--- config.mk ---
export PLATFORM = sky130hd
export DESIGN_NAME = euler_result_writer
export DESIGN_NICKNAME = d
export VERILOG_FILES = /design/src/rtl/euler_result_writer_pkg.sv /design/src/rtl/euler_result_writer_fifo.sv /design/src/rtl/euler_result_writer.sv
export SDC_FILE = /design/constraint.sdc
export NUM_CORES = 1
export LEC_CHECK = 0
export BUFFER_PORTS_ARGS = -buffer_cell sky130_fd_sc_hd__buf_2
export CORE_AREA = 3 3 121 123
export CTS_CLUSTER_DIAMETER = 30
export DETAILED_ROUTE_END_ITERATION = 6
export DIE_AREA = 0 0 124 126
export PLACE_DENSITY = 0.91
export SLEW_MARGIN = 20
export SYNTH_ARGS = -nofsm -noshare
export SYNTH_HDL_FRONTEND = slang
export SYNTH_SLANG_ARGS = --single-unit
--- constraint.sdc ---
create_clock -name clk -period 5.38 [get_ports clk]
set_clock_uncertainty 0.05 [all_clocks]
set_input_delay 0 -clock clk [delete_from_list [all_inputs] [get_ports clk]]
set_output_delay 0 -clock clk [all_outputs]
set_load 0.05 [all_outputs]
--- src/rtl/euler_result_writer_pkg.sv ---
// Shared types and default widths for the Euler accelerator blocks.
// Imported by the pipeline, join and write-back stages.
package euler_result_writer_pkg;

  localparam int ADD_SIZE_DEF  = 16;
  localparam int DATA_SIZE_DEF = 16;
  localparam int DEPTH_DEF     = 4;

  typedef enum logic [1:0] {
    IDLE  = 2'd0,
    RUN   = 2'd1,
    DRAIN = 2'd2,
    DONE  = 2'd3
  } state_t;

endpackage

--- src/rtl/euler_result_writer_fifo.sv ---
// Synchronous FIFO for pending result writes.
// Push into a full FIFO is allowed when a pop happens in the same cycle.
module result_fifo #(
  parameter int WIDTH = 32,
  parameter int DEPTH = 4,
  parameter int CW    = $clog2(DEPTH) + 1
) (
  input  logic             clk,
  input  logic             rst,
  input  logic             clear,
  input  logic             push,
  input  logic             pop,
  input  logic [WIDTH-1:0] wdata,
  output logic [WIDTH-1:0] rdata,
  output logic             full,
  output logic             empty,
  output logic [CW-1:0]    count
);

  localparam int AW = $clog2(DEPTH);

  logic [WIDTH-1:0] mem [DEPTH];
  logic [AW-1:0]    wptr;
  logic [AW-1:0]    rptr;
  logic             do_push;
  logic             do_pop;

  assign empty   = (count == '0);
  assign full    = (count == CW'(DEPTH));
  assign do_pop  = pop && !empty;
  assign do_push = push && (!full || do_pop);
  assign rdata   = mem[rptr];

  always_ff @(posedge clk) begin
    if (rst || clear) begin
      wptr  <= '0;
      rptr  <= '0;
      count <= '0;
    end else begin
      if (do_push) wptr <= wptr + 1'b1;
      if (do_pop)  rptr <= rptr + 1'b1;
      count <= count + CW'(do_push) - CW'(do_pop);
    end
  end

  always_ff @(posedge clk) begin
    if (do_push) mem[wptr] <= wdata;
  end

endmodule

--- src/rtl/euler_result_writer.sv ---
// Write-back stage: buffers join-pipe results and writes them to the
// result memory; drained means every result has actually been written.
import euler_result_writer_pkg::*;

module euler_result_writer #(
  parameter int ADD_SIZE  = ADD_SIZE_DEF,
  parameter int DATA_SIZE = DATA_SIZE_DEF,
  parameter int DEPTH     = DEPTH_DEF
) (
  input  logic                 clk,
  input  logic                 rst,
  input  logic                 start,
  input  logic                 finish,
  input  logic                 res_valid,
  input  logic [DATA_SIZE-1:0] res_data,
  input  logic [ADD_SIZE-1:0]  res_addr,
  input  logic [ADD_SIZE-1:0]  base_addr,
  output logic                 mem_we,
  output logic [ADD_SIZE-1:0]  mem_addr,
  output logic [DATA_SIZE-1:0] mem_wdata,
  input  logic                 mem_ready,
  output logic                 busy,
  output logic                 drained,
  output logic                 drop_err
);

  localparam int W  = ADD_SIZE + DATA_SIZE;
  localparam int CW = $clog2(DEPTH) + 1;

  state_t               state;
  state_t               state_n;
  logic [ADD_SIZE-1:0]  base_q;
  logic [ADD_SIZE-1:0]  wr_addr;
  logic [W-1:0]         fifo_rdata;
  logic                 fifo_full;
  logic                 fifo_empty;
  logic [CW-1:0]        fifo_count;
  logic                 active;
  logic                 start_ok;
  logic                 out_free;
  logic                 fifo_pop;
  logic                 fifo_push;
  logic                 accept;
  logic                 bypass;
  logic                 drop;
  logic                 drain_done;

  assign active   = (state == RUN) || (state == DRAIN);
  assign start_ok = start && ((state == IDLE) || (state == DONE));
  assign out_free = !mem_we || mem_ready;
  assign fifo_pop = out_free && !fifo_empty;
  assign accept   = active && res_valid && (!fifo_full || fifo_pop);
  assign drop     = active && res_valid && !accept;
  assign wr_addr  = base_q + res_addr;

  // An empty FIFO with a free output register skips the FIFO entirely.
  assign bypass    = accept && out_free && fifo_empty;
  assign fifo_push = accept && !bypass;

  assign drain_done = (fifo_count == '0) && !accept && out_free;

  result_fifo #(
    .WIDTH (W),
    .DEPTH (DEPTH),
    .CW    (CW)
  ) u_fifo (
    .clk   (clk),
    .rst   (rst),
    .clear (start_ok),
    .push  (fifo_push),
    .pop   (fifo_pop),
    .wdata ({wr_addr, res_data}),
    .rdata (fifo_rdata),
    .full  (fifo_full),
    .empty (fifo_empty),
    .count (fifo_count)
  );

  always_comb begin
    state_n = state;
    unique case (state)
      IDLE:  if (start) state_n = RUN;
      RUN:   if (finish) state_n = DRAIN;
      DRAIN: if (drain_done) state_n = DONE;
      DONE:  if (start) state_n = RUN;
      default: state_n = IDLE;
    endcase
  end

  always_ff @(posedge clk) begin
    if (rst) begin
      state    <= IDLE;
      busy     <= 1'b0;
      drained  <= 1'b0;
      base_q   <= '0;
      drop_err <= 1'b0;
    end else begin
      state   <= state_n;
      busy    <= (state_n == RUN) || (state_n == DRAIN);
      drained <= (state_n == DONE);
      if (start_ok) begin
        base_q   <= base_addr;
        drop_err <= 1'b0;
      end else if (drop) begin
        drop_err <= 1'b1;
      end
    end
  end

  // Output register only reloads when empty or handshaking, so it holds
  // address and data steady under backpressure.
  always_ff @(posedge clk) begin
    if (rst) begin
      mem_we    <= 1'b0;
      mem_addr  <= '0;
      mem_wdata <= '0;
    end else if (start_ok) begin
      mem_we <= 1'b0;
    end else if (fifo_pop) begin
      mem_we    <= 1'b1;
      mem_addr  <= fifo_rdata[W-1:DATA_SIZE];
      mem_wdata <= fifo_rdata[DATA_SIZE-1:0];
    end else if (bypass) begin
      mem_we    <= 1'b1;
      mem_addr  <= wr_addr;
      mem_wdata <= res_data;
    end else if (out_free) begin
      mem_we <= 1'b0;
    end
  end

endmodule

; Word level (Yosys, flattened, before mapping)
; Memory sizes are Yosys's and may differ from the RTL's. A register that Yosys moved wholly into a read port is not among the register bits.
; Cells that the tools add are included.
[classes]
add_sub_neg = 5
n_mul = 0
div_mod_pow = 0
magnitude_cmp = 0
n_eq_ne = 7
shifts = 0
muxes = 15
bitwise = 1
reduce_logical = 31
[ops]
columns = cell, n
row1 = $mux 16, 4
row2 = $add 16x16->16, 1
row3 = $logic_and 1x1->1, 12
row4 = $mux 2, 5
row5 = $eq 2x2->1 const B, 4
row6 = $logic_or 1x1->1, 7
row7 = $pmux 2 s3, 1
row8 = $logic_not 1->1, 5
row9 = $mux 1, 5
row10 = $add 2x1->2 const B, 2
row11 = $eq 2x1->1 const B, 2
row12 = $reduce_or 2->1, 2
row13 = $add 3x1->3, 1
row14 = $eq 3x3->1 const B, 1
row15 = $logic_not 3->1, 1
row16 = $reduce_bool 3->1, 1
row17 = $sub 3x1->3, 1
row18 = $logic_not 2->1, 1
row19 = $reduce_and 2->1, 1
row20 = $reduce_bool 2->1, 1
row21 = $not 1->1, 1
[word_totals]
ff_bits = 61
latchBits = 0
mem_bits_rw = 128
romBits = 0
inputBits = 54
out_inout_bits = 36
word_cells = 71
mem_count = 1
[mem_list]
columns = name, words, width, read_ports, rd_clocked_by_memory_dff, write_ports, line_no
row1 = u_fifo.mem, 4, 32, 1, 1, 1, euler_result_writer_fifo.sv:22  ; logic [WIDTH-1:0] mem [DEPTH];

; Depth between registers and ports, before layout
[logic_depth]
ltp_word = 12
ltp_mapped = 12
ltp_nobuf = 10

; Cells and area by module
; Synthesis repeated with hierarchy kept, for this count alone.
[unflattened]
hier_cells = 604
hier_area_um2 = 8051.5
[by_module_without_submodules]
columns = module, instances, cells_each, area_each_um2
row1 = result_fifo, 1, 215, 5077.4
row2 = euler_result_writer, 1, 389, 2974.1

; Worst setup path after synthesis
; OpenSTA, ideal clock, no wires.
[synth_timing]
kind = register to register
start = register mem_we
end = register u_fifo.count[2]
arrival_ns = 2.584
required_time_ns = 5.202
setup_slack_ns = 2.619
path_stages_with_launch = 13
n_path_buf = 2
period_less_slack_ns = 2.761
path_cell_list = dfxtp_1 and2b_1 nor2_1 buf_2 buf_2 ha_1 inv_1 ha_1 inv_1 fa_1 xor2_1 xnor2_1 nor2_1
[synth_via]
elab_chain_cells = 12
word_cells_on_any_way = 14
[synth_lines]
columns = element, line_no
row1 = "start, declared", euler_result_writer.sv:18  ; output logic mem_we,
row2 = "start signal, assigned", euler_result_writer.sv:114  ; mem_we <= 1'b0;
row3 = "start signal, assigned", euler_result_writer.sv:118  ; mem_we <= 1'b0;
row4 = "start signal, assigned", euler_result_writer.sv:120  ; mem_we <= 1'b1;
row5 = $logic_not 1->1 *, euler_result_writer.sv:50  ; assign out_free = !mem_we || mem_ready;
row6 = $logic_or 1x1->1 *, euler_result_writer.sv:50
row7 = $logic_and 1x1->1, euler_result_writer.sv:51  ; assign fifo_pop = out_free && !fifo_empty;
row8 = $logic_or 1x1->1, euler_result_writer.sv:52  ; assign accept = active && res_valid && (!fifo_full || fifo_pop);
row9 = $logic_and 1x1->1, euler_result_writer.sv:52
row10 = $logic_and 1x1->1 (2 in series), euler_result_writer.sv:57  ; assign bypass = accept && out_free && fifo_empty;
row11 = $logic_not 1->1, euler_result_writer.sv:58  ; assign fifo_push = accept && !bypass;
row12 = $logic_and 1x1->1, euler_result_writer.sv:58
row13 = $logic_and 1x1->1, euler_result_writer_fifo.sv:31  ; assign do_push = push && (!full || do_pop);
row14 = $add 3x1->3, euler_result_writer_fifo.sv:42  ; count <= count + CW'(do_push) - CW'(do_pop);
row15 = $sub 3x1->3 *, euler_result_writer_fifo.sv:42
row16 = "end signal, assigned", euler_result_writer_fifo.sv:42
row17 = "end, declared", euler_result_writer_fifo.sv:17  ; output logic [CW-1:0] count
; Mark *: on every way between the ends. The rest lies on a longest branch, timed or not.
; A chain may end at the register's enable or synchronous reset.

; Worst setup path in the final report
[layout_timing]
start = register state[0]
end = register mem_addr[10]
[layout_via]
elab_chain_cells = 8
word_cells_on_any_way = 14
[layout_lines]
columns = element, line_no
row1 = "start, declared", euler_result_writer.sv:30  ; state_t state;
row2 = "start signal, assigned", euler_result_writer.sv:98  ; state <= state_n;
row3 = $eq 2x1->1 / $eq 2x2->1 (equally long branches), euler_result_writer.sv:48  ; assign active = (state == RUN) || (state == DRAIN);
row4 = $logic_or 1x1->1, euler_result_writer.sv:48
row5 = $logic_and 1x1->1 (2 in series), euler_result_writer.sv:52
row6 = $logic_and 1x1->1 (2 in series), euler_result_writer.sv:57
row7 = $reduce_bool 2->1 (no line), n/a
row8 = $reduce_and 2->1 (no line) *, n/a
row9 = "end signal, assigned", euler_result_writer.sv:121  ; mem_addr <= fifo_rdata[W-1:DATA_SIZE];
row10 = "end signal, assigned", euler_result_writer.sv:125  ; mem_addr <= wr_addr;
row11 = "end, declared", euler_result_writer.sv:19  ; output logic [ADD_SIZE-1:0] mem_addr,
; Marked as above.

==> results.cfg <==
[synth]
syn-instance-count = 571
synth_compound_area_share_pct = 9.09
synth.avg_cell_area_um2 = 14.2
yosysMostFrequentCell = edfxtp_1
synth_seq_area_share_pct = 63.0
synth_top_family_by_area = multiplexers
synth_simple_gate_area_share_pct = 7.62
syn_nets = 651
ys.flop_type = edfxtp_1
netlist-cell-type-count = 54
synth_seq_cells = 191
yosysTopAreaCellShare_pct = 47.4
synth_area_leaders = edfxtp_1, dfxtp_1, mux4_2
yosys.area.top_type = edfxtp_1
yosys_warnings = 0
synth-adder-area-share_pct = 4.20
synth_edf_count = 128
synth_common_cells = edfxtp_1, dfxtp_1, nand2_1
synth_area_mm2 = 0.00811
synth-xor-area-share_pct = 2.16
muxShareOfSynthArea_pct = 11.7
async_flop_share_pct = 0

[setup_path]
critPathMaxFanout = 53
critPathTopFamily = simple AND/OR/NAND/NOR gates
critPathBufInv = 1
required_ns = 5.67
max_stage_delay_ns = 0.95
regToRegEndpoint = mem_addr[10]
crit_type = reg -> reg
crit_arrival_ns = 3.14
rr_worst_depth = 7
critPathCaptureType = flop
ff2ff_setup_slack_ns = 2.52
slowest_stage = and3_2
reg2reg_from = state[0]
cp-start-kind = flop
cp_cell_sequence = inv_1, ha_1, nand2_1, and3_2, and3_1, a21oi_1, o21ai_0

[min_path]
min_from = finish
whs_path_depth = 4
whs_endpoint = state[0]
hp-class = in -> reg

[power_and_ir_drop]
p_leak_nw = 3.58
p_per_area_mw_per_mm2 = 511
total_power_mw = 4.93
worst_ir_drop_vdd_mv = 0.373

[sta]
setup_violations = 0
fin_ws_ns = 2.52
worstMarginPinSlew_ns = 0.990
hold_violations = 0
timing.final.crit_share_pct = 53.1
timing.hold.ws_ns = 0.0307
slew_headroom_pct = 34.0
setup_tns_ns = 0
max_freq_mhz = 350
rsz0062_at_grt = no
maxSlewViolCount = 0
period_minus_slack_ns = 2.86

[routing]
drc = 0
first_pass_iters = 5
viasPerCell = 5.92
ant_nets = 0
wl_per_cell_um = 19.9
routed_wl_um = 17600
route.vias.total = 5226
drtIter0Drc = 391

[floorplan]
pin_count = 90
fp.dieH_um = 126
initial_core_util_pct = 58.9
die-width_um = 124
rows = 43
core_area_mm2 = 0.0138
die_area_mm2 = 0.0156

[clocking]
cts.htree.levels = 4
cts.clk_slew.worst_paths_ns = 0.07
clock_latency_ns = 0.42
cts-buffers-inserted = 17
ctsResizeCount = 0
clk_root_buffer_cell = clkbuf_16
cts_buffer_depth = 2
cts_tree = yes
clock_sinks = 191

[global_route]
grt_use_total_pct = 23.7
grt_max_degree = 54
grt-ovfl-total = 0
grt_pass1_wl_um = 27900
antenna_found_initial = 0
grt_pass1_vias = 5464

[layout]
layout-drive-gt1-share_pct = 24.9
nets = 770
diodes = 0
final_util_pct = 69.9
fillers = 905
area_delta_synth_final_pct = 18.8

[placed_design]
gp_congestion = 0.847
hpwl_um = 10900
post-place-ws_ns = 2.56
port_buffers = 89

[run_status]
status = finished, final reports clean

[flow_run]
maxCapViolCount = 0
[kinds of logic (layout without fill, tap and decap cells)]
logic type | count (synthesis) | after routing
AO/OA/AOI/OAI | 106 | 106
XOR/XNOR | 20 | 20
adder cells (fa/ha/maj) | 26 | 26
buffers and inverters | 42 | 174
flip-flops | 191 | 191
multiplexers | 55 | 55
AND/OR/NAND/NOR | 131 | 131
[placed cells by master (no fill, tap or decap), types with 8 or more instances in the layout]
| master | n |
|---|---|
| mux4_2 | 32 |
| dfxtp_1 | 62 |
| edfxtp_1 | 128 |
| buf_2 | 89 |
| a211oi_1 | 27 |
| mux2i_1 | 22 |
| inv_1 | 12 |
| o21ai_0 | 8 |
| a21oi_1 | 38 |
| nand2_1 | 46 |
| nor2_1 | 44 |
| dlygate4sd3_1 | 36 |
| clkbuf_16 | 18 |
| ha_1 | 24 |
| xor2_1 | 8 |
| xnor2_1 | 12 |
[worst max path at each step]
stage	start	endpoint	slack [ns]	cells after the start
floorplan	mem_we	u_fifo.count[2]	2.62	12
global placement	state[0]	mem_addr[14]	2.73	7
detailed placement	state[0]	mem_addr[13]	2.56	7
CTS	state[0]	mem_addr[13]	2.51	7
global route	state[0]	mem_addr[13]	2.17	7
finish	state[0]	mem_addr[10]	2.52	7
[where the power goes]
part	total, mW	internal, mW	switching (mW)	leakage (nW)
clock network	1.23	0.686	0.539	0.287
logic	1.77	0.609	1.16	1.62
registers	1.93	1.79	0.143	1.67
[repair_timing]
action / 4_1_cts / 5_1_grt
hold buffers: 36 / 0
buffers inserted: 0 / 0
endpoints found under the hold margin: 107 / 0
[routing by layer]
metal / GRT usage [%] / up-vias / routed length, um
met2: 40.6 / 195 / 9140
li1: - / 2406 / -
met3: 5.57 / 27 / 985
met1: 29.6 / 2598 / 7140
met5: 0 / - / 0
met4: 7.99 / 0 / 301
[worst min-delay path, delay by kind of cell]
family | cells | cell delay (ns)
buffers and inverters | 1 | 0.09
AND/OR/NAND/NOR | 1 | 0.13
multiplexers | 1 | 0.14
AO/OA/AOI/OAI | 1 | 0.09
[state kept, by name (all words and copies together), names as in the netlist, named ones only]
name / flops
drained: 1
busy: 1
u_fifo.wptr: 2
base_q: 16
u_fifo.rptr: 2
u_fifo.mem: 128
drop_err: 1
mem_we: 1
state: 2
mem_addr: 16
mem_wdata: 16
u_fifo.count: 3
[per-stage QoR]
stage          cells  instance area, um^2
2_1_floorplan    571                 8110
3_3_place_gp     815                 8690
3_5_place_dp     815                 8690
4_1_cts          883                 9630
5_1_grt          883                 9630
6_report         883                 9630
[layout make-up]
class,count,area [um^2],share of cell area (%)
repair buffers,130,843,8.75
multi-input cells,338,2840,29.4
flip-flops and latches,191,5110,53.0
clock inverters,10,103,1.07
well taps,180,225,2.34
clock buffers,22,475,4.94
inverters,12,45.0,0.468
No activity file was read; power rests on OpenSTA's default activity.
